## src/rtl/booth_mult_seq.sv

```systemverilog
// rtl/booth_mult_seq.sv - iterative signed radix-4 Booth multiplier, one digit per clock
//
// Ports:
//   clk          clock, all state updates on the rising edge
//   rst          synchronous active-high reset, has priority over start
//   start        request a multiply, accepted only in IDLE or DONE
//   multiplicand signed operand M, captured on the accepting edge
//   multiplier   signed operand Q, captured on the accepting edge
//   busy         high while Booth digits are being retired
//   done         one-cycle pulse, product is new and valid
//   product      signed 2*WIDTH-bit M*Q, held until the next result is written

module booth_mult_seq #(
    parameter int WIDTH = 8
) (
    input  logic                 clk,
    input  logic                 rst,
    input  logic                 start,
    input  logic [WIDTH-1:0]     multiplicand,
    input  logic [WIDTH-1:0]     multiplier,
    output logic                 busy,
    output logic                 done,
    output logic [2*WIDTH-1:0]   product
);

    // A carries two guard bits so that +/-2M never overflows the partial sum.
    localparam int AW = WIDTH + 2;
    localparam int CW = $clog2(WIDTH);
    localparam logic [CW-1:0] LAST_DIGIT = CW'(WIDTH / 2 - 1);

    typedef enum logic [1:0] {
        IDLE = 2'd0,
        CALC = 2'd1,
        DONE = 2'd2
    } state_t;

    state_t state, state_nxt;

    logic [WIDTH-1:0]       m_reg;
    logic [WIDTH-1:0]       q_reg;
    logic [AW-1:0]          a_reg;
    logic                   qm1;
    logic [CW-1:0]          cnt;

    logic                   accept;
    logic                   last_digit;

    logic [AW-1:0]          m_ext;
    logic [AW-1:0]          addend;
    logic [AW-1:0]          a_sum;
    logic [AW+WIDTH:0]      work_sum;
    logic [AW+WIDTH:0]      shifted;

    always_ff @(posedge clk) begin
        if (rst) begin
            state <= IDLE;
        end else begin
            state <= state_nxt;
        end
    end

    always_comb begin
        state_nxt  = state;
        busy       = 1'b0;
        done       = 1'b0;
        accept     = 1'b0;
        last_digit = 1'b0;
        case (state)
            IDLE: begin
                if (start) begin
                    accept    = 1'b1;
                    state_nxt = CALC;
                end
            end
            CALC: begin
                busy = 1'b1;
                if (cnt == LAST_DIGIT) begin
                    last_digit = 1'b1;
                    state_nxt  = DONE;
                end
            end
            DONE: begin
                done = 1'b1;
                // A start in the DONE cycle chains straight into the next CALC.
                if (start) begin
                    accept    = 1'b1;
                    state_nxt = CALC;
                end else begin
                    state_nxt = IDLE;
                end
            end
            default: begin
                state_nxt = IDLE;
            end
        endcase
    end

    // Booth digit recode from {Q[1], Q[0], q-1} and one add/shift step.
    always_comb begin
        m_ext = {{2{m_reg[WIDTH-1]}}, m_reg};
        case ({q_reg[1:0], qm1})
            3'b001, 3'b010: addend = m_ext;
            3'b011:         addend = {m_ext[AW-2:0], 1'b0};
            3'b100:         addend = AW'(0) - {m_ext[AW-2:0], 1'b0};
            3'b101, 3'b110: addend = AW'(0) - m_ext;
            default:        addend = '0;
        endcase
        a_sum    = a_reg + addend;
        work_sum = {a_sum, q_reg, qm1};
        // Arithmetic shift right by two: replicate the sign of the new A.
        shifted  = {{2{a_sum[AW-1]}}, work_sum[AW+WIDTH:2]};
    end

    always_ff @(posedge clk) begin
        if (rst) begin
            m_reg   <= '0;
            a_reg   <= '0;
            q_reg   <= '0;
            qm1     <= 1'b0;
            cnt     <= '0;
            product <= '0;
        end else if (accept) begin
            m_reg <= multiplicand;
            a_reg <= '0;
            q_reg <= multiplier;
            qm1   <= 1'b0;
            cnt   <= '0;
        end else if (state == CALC) begin
            a_reg <= shifted[AW+WIDTH:WIDTH+1];
            q_reg <= shifted[WIDTH:1];
            qm1   <= shifted[0];
            cnt   <= cnt + CW'(1);
            if (last_digit) begin
                product <= shifted[2*WIDTH:1];
            end
        end
    end

endmodule

```

## config.mk

```make
export PLATFORM = sky130hd
export DESIGN_NAME = booth_mult_seq
export DESIGN_NICKNAME = d
export VERILOG_FILES = /design/src/rtl/booth_mult_seq.sv
export SDC_FILE = /design/constraint.sdc
export NUM_CORES = 1
export LEC_CHECK = 0
export CORE_ASPECT_RATIO = 1.75
export CORE_MARGIN = 2
export CORE_UTILIZATION = 35
export CTS_CLUSTER_SIZE = 24
export DETAILED_ROUTE_END_ITERATION = 12
export PLACE_DENSITY = 0.6
export SLEW_MARGIN = 15
export SYNTH_ARGS = -nofsm -noshare
export SYNTH_HDL_FRONTEND = slang
export SYNTH_SLANG_ARGS = --single-unit
```

## constraint.sdc

```tcl
create_clock -name clk -period 3.2 [get_ports clk]
set_input_delay 0.32 -clock clk [delete_from_list [all_inputs] [get_ports clk]]
set_output_delay 0.32 -clock clk [all_outputs]
set_load 0.1 [all_outputs]
```

==> flow_summary.json <==
{
  "synth_flop_cell": "dfxtp_1",
  "clockBufferDepth": 2,
  "largest-register": "product",
  "final.setup.tns_ps": 0,
  "die_x_um": 68.03,
  "port_buffers": 36,
  "power_mw": 1.403,
  "antennaDiodeCount": 0,
  "grt_pass1_wl_mm": 10.90,
  "ys_async_sr_fraction_pct": 0,
  "cts.sinks": 46,
  "timing.rr.start": "m_reg[1]",
  "cp_max_fo": 5,
  "hold_viol_final": 0,
  "post-route-drc-count": 0,
  "crit_start": "m_reg[1]",
  "post-place-ws_ps": -65.13,
  "p_leak_nw": 1.185,
  "rsz0062_at_grt": "true",
  "drive_above_1_share_pct": 15.41,
  "std_cell_rows": 40,
  "path_class": "reg2reg",
  "r2r_end": "product[12]",
  "status": "finished, final reports clean",
  "clkSlewWorstSetupHoldPaths_ps": 60,
  "antenna_found_initial": 0,
  "crit_path_end_kind": "flip-flop",
  "synth_edf_count": 0,
  "arrival_ps": 3320,
  "grt_max_degree": 37,
  "r2r_setup_slack_ps": 50,
  "drt_iter0_markers": 91,
  "min_period_ps": 3150,
  "first_global_vias": 2321,
  "initial_core_util_pct": 36.36,
  "hpwl_mm": 5.210,
  "core_area_um2": 6907,
  "drv_cap": 0,
  "synthDistinctLibCells": 44,
  "reg2regPathDepth": 15,
  "finalSetupViolCount": 0,
  "synth_seq_cells": 46,
  "vias_per_cell": 5.313,
  "cts_hold_buf": 0,
  "dp_cells": 444,
  "die_area_um2": 7895,
  "required_ps": 3370,
  "synth_nets": 358,
  "cp-endpoint": "product[12]",
  "syn_area_um2": 2511,
  "hp-class": "reg2reg",
  "tritoncts": "built",
  "grt_overflow_total": 0,
  "drt_pre_antenna_iters": 5,
  "cts_buffers": 5,
  "worst_pin_slew_ps": 992.3,
  "yosys_warnings": 0,
  "clockRootBuffer": "clkbuf_16",
  "pwr_density_cell_nw_per_um2": 422.0,
  "die_y_um": 116.1,
  "final_cells": 454,
  "place.gp.congestion": 0.8729,
  "fin_ws_ps": 50.11,
  "skew_ps": 5.541,
  "clock_latency_ps": 290,
  "ant_nets": 0,
  "syn_to_final_growth_pct": 32.44,
  "min_period_over_period_pct": 98.43,
  "largest_reg_flops": 16,
  "vias": 2412,
  "ys_seq_area_share_pct": 36.67,
  "io_pins": 37,
  "maxSlewHeadroom_pct": 33.64,
  "peakVddDrop_mv": 0.4096,
  "synth_area_per_cell_um2": 7.703,
  "drv_slew": 0,
  "wl_per_cell_um": 15.44,
  "fmax_mhz": 317.5,
  "syn_inst": 326,
  "grt_usage_pct": 18.56,
  "start_kind": "flip-flop",
  "nets": 402,
  "cts-htree-levels": 2,
  "route.final.wire_length_mm": 7.009
}
==> through the flow <==
step	area, um^2	hold WS (ps)	utilization (%)
finish	3326	451.4	48.15
global route	3326	467.7	48.15
CTS	3171	454.8	45.91
detailed placement	3029	446.3	43.86
global placement	3029	446.5	43.86
floorplan	2511	436.2	-
==> what timing repair did <==
item,4_1_cts,5_1_grt
endpoints found under the setup margin,2,8
setup buffers,0,3
pin swaps,1,12
gates resized for setup,2,28
==> where the power goes <==
group | internal (mW) | leakage, nW | total, mW | switching, mW
Combinational | 0.137 | 0.742 | 0.292 | 0.155
Sequential | 0.592 | 0.374 | 0.619 | 0.0270
Clock | 0.282 | 0.0694 | 0.493 | 0.211
==> per-layer routing <==
metal | vias to the layer above | global-route usage (%) | share of wire [%] | wire [um]
li1 | 1205 | - | - | -
met1 | 1141 | 19.47 | 37 | 2590
met2 | 48 | 34.82 | 57 | 3988
met3 | 18 | 3.107 | 2.6 | 184
met4 | 0 | 7.867 | 3.5 | 245
met5 | - | 0 | 0 | 0
==> synthesized netlist by cell type, types with 2 or more instances <==
cell      count  share of area, %
a211oi_1      5               1.5
a21oi_1      43               8.6
a221o_1       2              0.80
a221oi_1      4               1.4
a22oi_1      10               3.0
and2_1        2              0.50
buf_1         2              0.30
clkbuf_1     16               2.4
dfxtp_1      46                37
ha_1         12               6.0
inv_1        10               1.5
mux2i_1       2              0.80
nand2_1      75                11
nand2b_1      5               1.2
nand3_1       2              0.40
nor2_1       27               4.0
nor2b_1       6               1.5
nor3_1        4              0.80
o21a_1        3              0.90
o21ai_0       4              0.80
o21ai_1       3              0.60
o22ai_1       5               1.2
or3_4         2              0.90
xnor2_1      14               4.9
xor2_1        3               1.0
==> worst min path at each step <==
stage                     from         end  depth (start not counted)
floorplan             a_reg[5]    a_reg[5]                          2
global placement    product[8]  product[8]                          2
detailed placement  product[3]  product[3]                          2
CTS                 product[3]  product[3]                          2
global route        product[3]  product[3]                          2
finish              product[3]  product[3]                          2
==> cell type report <==
class / count / area (um^2)
Clock inverter: 2 / 10.01
Sequential cell: 46 / 924.6
Clock buffer: 5 / 125.1
Tap cell: 84 / 105.1
Multi-Input combinational cell: 250 / 1607
Inverter: 11 / 46.29
Timing Repair Buffer: 56 / 508.0
Fill cell: 707 / 3581
==> logic make-up (layout without fill, tap and decap cells) <==
group	Yosys count	after routing	share of synthesized area, %
AO/OA/AOI/OAI	90	90	22.82
XOR/XNOR	17	17	5.930
adder cells (fa/ha/maj)	13	13	6.776
multiplexers	2	2	0.7972
buffers and inverters	30	74	4.534
AND/OR/NAND/NOR	128	128	22.47
flip-flops	46	46	36.67
==> worst max-delay path, stage by stage (launching register included) <==
cell and delay [ps]:
dfxtp_4 360, inv_4 60, ha_4 130, or3b_4 410
o31a_1 320, nor2_2 100, nor2_1 60, a211o_1 240
a21oi_2 210, ha_4 200, inv_4 40, buf_4 120
a221o_1 300, a211oi_1 270, o21a_1 180, nor2_1 40
==> cells in the final DEF, fill, tap and decap left out, types with 5 or more instances in the layout <==
cell type and count:
nand2_1 75, dfxtp_1 45, a21oi_1 39, clkdlybuf4s50_1 35
nor2_1 25, buf_4 21, xnor2_1 13, a22oi_1 10
inv_1 7, ha_1 7, nor2b_1 6, nand2b_1 5
a211oi_1 5, clkbuf_16 5
Power figures use the tool's default switching activity.
